--- src/rtl/slink_crc_pkg.sv ---
// slink_crc_pkg: shared state encoding and CRC-16/MCRF44X helpers for the slink CRC path
package slink_crc_pkg;
   typedef enum logic [1:0] {IDLE, PAYLOAD, CRC_LO, CRC_HI} state_t;
   localparam logic [15:0] CRC_INIT      = 16'hFFFF;
   localparam logic [15:0] CRC_POLY_REFL = 16'h8408;
   function automatic logic [15:0] crc16_mcrf_byte(input logic [15:0] crc, input logic [7:0] data);
      logic [15:0] c;
      c = crc ^ {8'h00, data};
      for (int i = 0; i < 8; i++) c = c[0] ? (c >> 1) ^ CRC_POLY_REFL : c >> 1;
      return c;
   endfunction
endpackage

--- src/rtl/slink_crc_8_16bit_compute.sv ---
// slink_crc_8_16bit_compute: one-byte CRC-16/MCRF44X step with seed load and hold
module slink_crc_8_16bit_compute #(
   parameter logic [15:0] CRC_INIT = 16'hFFFF
) (
   input  logic [15:0] crc_prev,
   input  logic [7:0]  data,
   input  logic        valid,
   input  logic        init,
   output logic [15:0] crc_next
);
   logic [7:0] data_c;
`ifndef SYNTHESIS
   // unknown payload bits count as 0 so an X never sticks in the running CRC
   always_comb begin
      for (int i = 0; i < 8; i++) data_c[i] = data[i] === 1'b1;
   end
`else
   assign data_c = data;
`endif
   assign crc_next = init ? CRC_INIT : valid ? slink_crc_pkg::crc16_mcrf_byte(crc_prev, data_c) : crc_prev;
endmodule

--- src/rtl/slink_crc_gen_ctrl.sv ---
// slink_crc_gen_ctrl: passes a counted payload through and appends its CRC-16 (low byte first)
module slink_crc_gen_ctrl #(
   parameter int          WC_WIDTH = 16,
   parameter logic [15:0] CRC_INIT = 16'hFFFF
) (
   input  logic                clk,
   input  logic                reset_n,
   input  logic                start,
   output logic                start_ready,
   input  logic [WC_WIDTH-1:0] wc,
   input  logic                abort,
   input  logic                in_valid,
   output logic                in_ready,
   input  logic [7:0]          in_data,
   output logic                out_valid,
   input  logic                out_ready,
   output logic [7:0]          out_data,
   output logic                out_last,
   output logic                done,
   output logic [15:0]         crc_last,
   output logic                busy
);
   import slink_crc_pkg::state_t;
   import slink_crc_pkg::IDLE;
   import slink_crc_pkg::PAYLOAD;
   import slink_crc_pkg::CRC_LO;
   import slink_crc_pkg::CRC_HI;
   state_t state;
   logic [WC_WIDTH-1:0] bytes_left;
   logic [15:0] crc, crc_next;
   logic xfer;
   assign start_ready = state == IDLE;
   assign busy        = state != IDLE;
   assign in_ready    = state == PAYLOAD && out_ready;
   assign out_valid   = state == PAYLOAD ? in_valid : state != IDLE;
   assign out_data    = state == PAYLOAD ? in_data : state == CRC_LO ? crc[7:0] : state == CRC_HI ? crc[15:8] : 8'h00;
   assign out_last    = state == CRC_HI;
   assign xfer        = state == PAYLOAD && in_valid && out_ready && bytes_left != '0;
   // init wins over valid, so a byte handshaked alongside abort never reaches the CRC
   slink_crc_8_16bit_compute #(.CRC_INIT(CRC_INIT)) u_crc (
      .crc_prev (crc),
      .data     (in_data),
      .valid    (xfer),
      .init     (abort || (start && start_ready)),
      .crc_next (crc_next)
   );
   always_ff @(posedge clk or negedge reset_n) begin
      if (!reset_n) begin
         state      <= IDLE;
         crc        <= CRC_INIT;
         bytes_left <= '0;
         crc_last   <= '0;
         done       <= 1'b0;
      end else begin
         crc  <= crc_next;
         done <= 1'b0;
         if (abort) begin
            state      <= IDLE;
            bytes_left <= '0;
         end else begin
            case (state)
               IDLE: if (start) begin
                  bytes_left <= wc;
                  state      <= wc != '0 ? PAYLOAD : CRC_LO;
               end
               PAYLOAD: if (xfer) begin
                  bytes_left <= bytes_left - 1'b1;
                  if (bytes_left == WC_WIDTH'(1)) state <= CRC_LO;
               end
               CRC_LO: if (out_ready) state <= CRC_HI;
               CRC_HI: if (out_ready) begin
                  crc_last <= crc;
                  done     <= 1'b1;
                  state    <= IDLE;
               end
               default: state <= IDLE;
            endcase
         end
      end
   end
endmodule

--- config.mk ---
export PLATFORM = sky130hd
export DESIGN_NAME = slink_crc_gen_ctrl
export DESIGN_NICKNAME = d
export VERILOG_FILES = /design/src/rtl/slink_crc_pkg.sv /design/src/rtl/slink_crc_8_16bit_compute.sv /design/src/rtl/slink_crc_gen_ctrl.sv
export SDC_FILE = /design/constraint.sdc
export NUM_CORES = 1
export LEC_CHECK = 0
export BUFFER_PORTS_ARGS = -buffer_cell sky130_fd_sc_hd__buf_4
export CAP_MARGIN = 20
export CORE_MARGIN = 2
export CORE_UTILIZATION = 50
export DETAILED_ROUTE_END_ITERATION = 10
export PLACE_DENSITY = 0.73
export SETUP_SLACK_MARGIN = 0.05
export SYNTH_ARGS = -nofsm -noshare
export SYNTH_HDL_FRONTEND = slang
export SYNTH_HIERARCHICAL = 1
export SYNTH_SLANG_ARGS = --single-unit
export TNS_END_PERCENT = 50
--- constraint.sdc ---
create_clock -name clk -period 3.4 [get_ports clk]
set_clock_uncertainty 0.2 [all_clocks]
set_input_delay 0.17 -clock clk [delete_from_list [all_inputs] [get_ports clk]]
set_output_delay 0.17 -clock clk [all_outputs]
set_load 0.1 [all_outputs]
## Yosys cells after proc, flatten, opt, wreduce, memory -nomap -nowiden

Cells that the tools add are included.

| operators by class | value |
|---|---|
| add/subtract/negate cells | 1 |
| multiply operators | 0 |
| divide/modulo/power cells | 0 |
| $lt $le $gt $ge | 0 |
| eq/ne operators | 9 |
| shift-type cells | 0 |
| mux-type cells | 29 |
| bitwise operators | 10 |
| reductions and logical operators | 15 |

Operator list:

| kind | number |
|---|---|
| two-way mux 16 bit | 13 |
| case mux 16 bit (2 select lines) | 1 |
| nonzero test 16 bit | 2 |
| two-way mux 8 bit | 3 |
| NOT 2 -> 3 bit | 8 |
| == test 16 x 1 -> 1 bit (second input constant) | 1 |
| subtractor 16 x 1 -> 16 bit (second input constant) | 1 |
| bitwise XOR 16 x 8 -> 16 bit | 1 |
| two-way mux 2 bit | 7 |
| inequality test 3 x 2 -> 1 bit (second input constant) | 3 |
| case mux 2 bit (4 select lines) | 1 |
| inequality test 3 bit (second input constant) | 2 |
| AND reduction 3 bit | 2 |
| logical AND 1 bit | 5 |
| AND reduction 5 bit | 1 |
| == test 2 bit (second input constant) | 2 |
| two-way mux 1 bit | 4 |
| nonzero test 2 bit | 2 |
| nonzero test 3 bit | 1 |
| == test 2 x 1 -> 1 bit (second input constant) | 1 |
| logical NOT 2 bit | 1 |
| logical OR 1 bit | 1 |
| NOT 1 bit | 1 |

| word-level totals | value |
|---|---|
| flip-flop bits (word level) | 51 |
| latch bits | 0 |
| memory bits (writable) | 0 |
| bits in read-only memories | 0 |
| input bits | 30 |
| output and inout port bits | 30 |
| memories kept | 0 |

## Logic depth before layout (Yosys ltp)

| logic depth | value |
|---|---|
| depth after elaboration | 19 |
| gate-level depth with buffers | 8 |
| gate-level depth less buffers | 7 |

## Modules after synthesis

The synthesis kept the hierarchy.

By module, submodules not included:

| module | instances | cells an instance | area an instance (um^2) | seq. area each (um^2) |
|---|---|---|---|---|
| slink_crc_gen_ctrl | 1 | 286 | 2576.2 | 1296.2 |
| slink_crc_8_16bit_compute | 1 | 63 | 591.8 | 0.0 |

## Least setup slack after synthesis

No wires, ideal clock.

| timing path | value |
|---|---|
| path type | register to output |
| start | register state[0] |
| end | output out_data[0] |
| arrival | 3.856 ns |
| data required time | 3.030 ns |
| setup slack | -0.826 ns |
| stages on the path, launching flop included | 6 |
| cell sequence | dfrtp_1 > ha_1 > nor2b_1 > buf_1 > a22oi_1 > o21ai_0 |

| on the way | value |
|---|---|
| word-level cells in the longest chain between the ends | 4 |
| elaborated cells between the ends (all ways) | 6 |
| those cells by class | 3 x eq/ne; 3 x mux |

Ends and longest elaborated chain:

| what | line | source |
|---|---|---|
| start: declaration | slink_crc_gen_ctrl.sv:28 | `state_t state;` |
| start signal: assignment | slink_crc_gen_ctrl.sv:64 | `state <= wc != '0 ? PAYLOAD : CRC_LO;` |
| == test 2 bit | -- |  |
| net out_last | slink_crc_gen_ctrl.sv:18 | `output logic out_last,` |
| two-way mux 8 bit (3 in series) | slink_crc_gen_ctrl.sv:36 | `assign out_data = state == PAYLOAD ? in_data : state == CRC_LO ? crc[7:0] : state == CRC_HI ? crc[15:8] : 8'h0 ...` |
| end: declaration | slink_crc_gen_ctrl.sv:17 | `output logic [7:0] out_data,` |

The timed path passes the listed nets, and every way through them passes these cells.

## Final worst setup path

| timing path | value |
|---|---|
| start | register state[0] |
| end | output out_data[4] |

| on the way | value |
|---|---|
| word-level cells in the longest chain between the ends | 4 |
| elaborated cells between the ends (all ways) | 6 |
| those cells by class | 3 x eq/ne; 3 x mux |

Ends and longest elaborated chain:

| what | line |
|---|---|
| == test 2 bit | slink_crc_gen_ctrl.sv:36 |
| two-way mux 8 bit (2 in series) | slink_crc_gen_ctrl.sv:36 |
| two-way mux 8 bit (*) | slink_crc_gen_ctrl.sv:36 |

Mark *: on every way between the ends. The rest lies on a longest branch, timed or not.

==> results <==
- The run finished with clean final reports.
- Summed over all nets, the half-perimeter wirelength after detailed placement is 5440 um.
- The pin count of the biggest net entering global routing is 52.
- The number of global-route vias before repair came to 2746.
- The global-route wire length before repair is approximately 13000 um.
- The proportion of synthesized flip-flops having asynchronous set or reset is 1.00.
- In this run the count of I/O pins placed on the die edge is 60.
- From synthesis to final layout, the design area changed by 24.0%.
- The mean routed wirelength per cell is 15.9 um.
- The maximum clock rate is approximately 0.35 GHz.
- The global route total overflow is 0.
- The top flip-flop cell by instance count after synthesis is dfrtp_1.
- In this run the core area contains 29 standard-cell rows.
- The number of max-slew violations in the final report was 0.
- During synthesis, Yosys emitted a total of 6 warnings.
- The arrival time reported for the critical path endpoint is 2470 ps.
- The minimum clock period after layout is 2840 ps.
- In this run, distinct cell masters in the synthesized netlist total 55.
- The synthesized-area fraction occupied by and/or/nand/nor cells is 0.211.
- The net count after synthesis is just under 400.
- For this run, the post-layout net count is between 400 and 500.
- TritonCTS built the clock tree.
- After synthesis the cells add up to 3170 um^2.
- The power per unit of standard cell area is 1020 nW/um^2.
- The routed layout has 2849 vias.
- The core region is 6240 um^2.
- The final wirelength is 7860 um.
- Counting instances in the post-synthesis netlist gives the leading cell types as nand2_1 (71), dfrtp_1 (35), o21ai_0 (32).
- In the routed design, unresolved DRC markers number 0.
- In this run the number of H-tree levels came out at 2.
- The worst-case IR drop observed on VDD is around 0.00077 V.
- Of the total synthesized cell area, the portion taken by full adders, half adders and majority gates is 0.0237.
- Post-CTS timing repair inserted 0 buffers for setup.
- The count of nets left with antenna violations once routing finished came out at 0.
- The instance count of the mapped netlist is 349.
- 0 antenna diodes ended up in the layout.
- The multiplexer area fraction after synthesis is 0.00632.
- The path type of the worst min-delay path is in2reg.
- Setup total negative slack on the finished layout was measured at 0 ps.
- Of the total synthesized cell area, the portion taken by XOR and XNOR cells is 0.118.
- The setup violation total in the final timing report is 0.
- The starting density of the core is 0.508.
- The later pin in the worst-skew pair is clocked with a latency of 320 ps.
- The area share of the largest cell type after synthesis is 0.276.
- The share of the Yosys chip area taken by registers is 0.409.
- Of the cells placed in the final design, the portion with a size suffix greater than 1 is 0.238.
- The number of gates given a new drive strength after cts is 0.
- In the global route stage, overall resource usage came out at 0.233.
- The static leakage is around 0.0018 uW.
- The relative slew slack is 0.505.
- The share of the synthesized area in compound gates (AO/OA/AOI/OAI) is 0.198.
- The design draws just over 4000 uW.
- For the pin with the worst max-slew slack, the measured transition is between 700 and 800 ps.
- The number of hold violations in the final report is 0.
- In the finished design, the share of the clock period the worst path needs comes to 0.835.
- Port buffering added slightly below 60 buffers.
- The number of antenna violations at the first check in global routing is 0.
- The last weighted congestion value of the routability-driven placer is between 0.9 and 1.
- The element type at the critical path start is a flip-flop.
- Setup repair after global routing left no endpoint under its margin.
- The die covers between 6000 and 7000 um^2.
- The most area-hungry cell type in the Yosys netlist is dfrtp_1.
- From bottom edge to top edge, the die measures 83.6 um.
- The tightest hold margin is 16.4 ps.
- The clock root buffer is clkbuf_8.
- By area the synthesized netlist is led by dfrtp_1 (28%), dfstp_2 (13%), nand2_1 (8.4%), xnor3_1 (5.7%), o21ai_0 (5.1%).
- The synthesized design contains just over 50 register bits.
- The buffer levels on the longest clock path is 2.
- The library cell with the highest instance count after synthesis is nand2_1.
- The worst endpoint required time is slightly above 3000 ps.
- Before antenna repair, the detailed router went through 4 iterations.
- The average instance in the mapped netlist occupies 9.08 um^2.
- The total of max-cap violations is 0.
- Measured along the x axis, the die boundary spans around 84 um.
- After clock tree synthesis, the clock-pin slew on the worst setup and hold paths is ~90 ps.
- The main combinational cell family by area after synthesis is simple AND/OR/NAND/NOR gates.
- Counting flops with a built-in enable in the synthesized netlist gives 0.
- CTS saw 51 sinks.
- The number of vias per cell is 5.78.
- The category of the critical setup timing path is reg2out.
- Along the worst path, the maximum fanout reaches 11.
- The violation count after the first detailed-route iteration is 171.
- The endpoint class of the critical path is a primary output.
- Counting the buffers created by CTS gives 5.
[routing by layer]
| layer | up-vias | part of all wire | track usage | routed length, um |
|---|---|---|---|---|
| met2 | 84 | 0.45 | 0.351 | 3530 |
| met5 | - | 0 | 0 | 0 |
| li1 | 1363 | - | - | - |
| met3 | 10 | 0.057 | 0.0406 | 449 |
| met4 | 0 | 0.015 | 0.0748 | 117 |
| met1 | 1392 | 0.48 | 0.345 | 3770 |
[worst max-delay path, stage by stage, from the launching register on]
cell and delay, ps:
dfrtp_1 400, inv_1 80, ha_1 380, nor2b_1 620, a22oi_1 170, o21ai_2 180
buf_4 310
[flip-flops by register name, summed over array words and instances, names as in the netlist]
register	cells
bytes_left	16
crc	16
crc_last	16
done	1
state	2
[what timing repair did]
item	CTS	global route
endpoints found under the setup margin	0	0
hold endpoints to repair	51	0
hold buffers	13	0
[cell type report]
cell class	instances	area [um^2]
Inverter	10	37.5
Sequential cell	51	1300
Clock buffer	5	68.8
Multi-Input combinational cell	271	1780
Tap cell	77	96.3
Clock inverter	3	46.3
Timing Repair Buffer	76	603
Fill cell	558	2310
[where the power goes]
group / leakage [uW] / switching, uW / internal (uW)
clock network: 0.0000548 / 221 / 222
logic: 0.00111 / 1910 / 668
registers: 0.000623 / 186 / 816
total: 0.00178 / 2310 / 1710
[stage by stage]
stage	setup slack (ps)	util	std cells	cell area, um^2
after floorplan	-74.0	-	349	3180
after global placement	772	0.590	472	3680
after detailed placement	766	0.590	472	3680
after CTS	545	0.630	493	3930
after global routing	434	0.630	493	3930
final	559	0.630	493	3930
[cell families (layout without fill, tap and decap cells)]
group | after synthesis | after routing
AO/OA/AOI/OAI | 96 | 96
buffers and inverters | 27 | 94
XOR/XNOR | 26 | 26
AND/OR/NAND/NOR | 141 | 141
multiplexers | 2 | 2
adder cells (fa/ha/maj) | 6 | 6
flip-flops | 51 | 51
[path summary, 6_finish.rpt]
path / to / slack [ps] / depth (start not counted) / start
max in group asynchronous: bytes_left[3] / 2360 / 2 / reset_n
worst min register to register: crc_last[11] / 290 / 2 / crc_last[11]
worst max-delay path: out_data[4] / 560 / 6 / state[0]
worst min-delay path: bytes_left[1] / 20 / 3 / wc[1]
worst max register to register: bytes_left[8] / 740 / 8 / state[1]
min in group asynchronous: bytes_left[11] / 210 / 2 / reset_n
[cell usage in the layout (no fill, tap or decap), drive strengths merged, types with 2 or more instances in the layout]
| master | n |
|---|---|
| nor2 | 18 |
| nand2b | 2 |
| a22oi | 8 |
| nand3 | 6 |
| xor2 | 5 |
| clkbuf | 5 |
| nor4 | 5 |
| buf | 63 |
| ha | 6 |
| nor4b | 2 |
| dlygate4sd3 | 13 |
| nand2 | 71 |
| o211ai | 5 |
| xnor2 | 12 |
| mux2i | 2 |
| o22ai | 2 |
| dfstp | 16 |
| nor2b | 8 |
| inv | 10 |
| a211o | 9 |
| nor3 | 11 |
| nor3b | 2 |
| and2 | 4 |
| o21ai | 32 |
| xnor3 | 8 |
| a221o | 2 |
| a21oi | 21 |
| or3 | 6 |
| dfrtp | 35 |
| o21a | 2 |
| o311ai | 3 |
| o31ai | 2 |
Power figures use the tool's default switching activity.
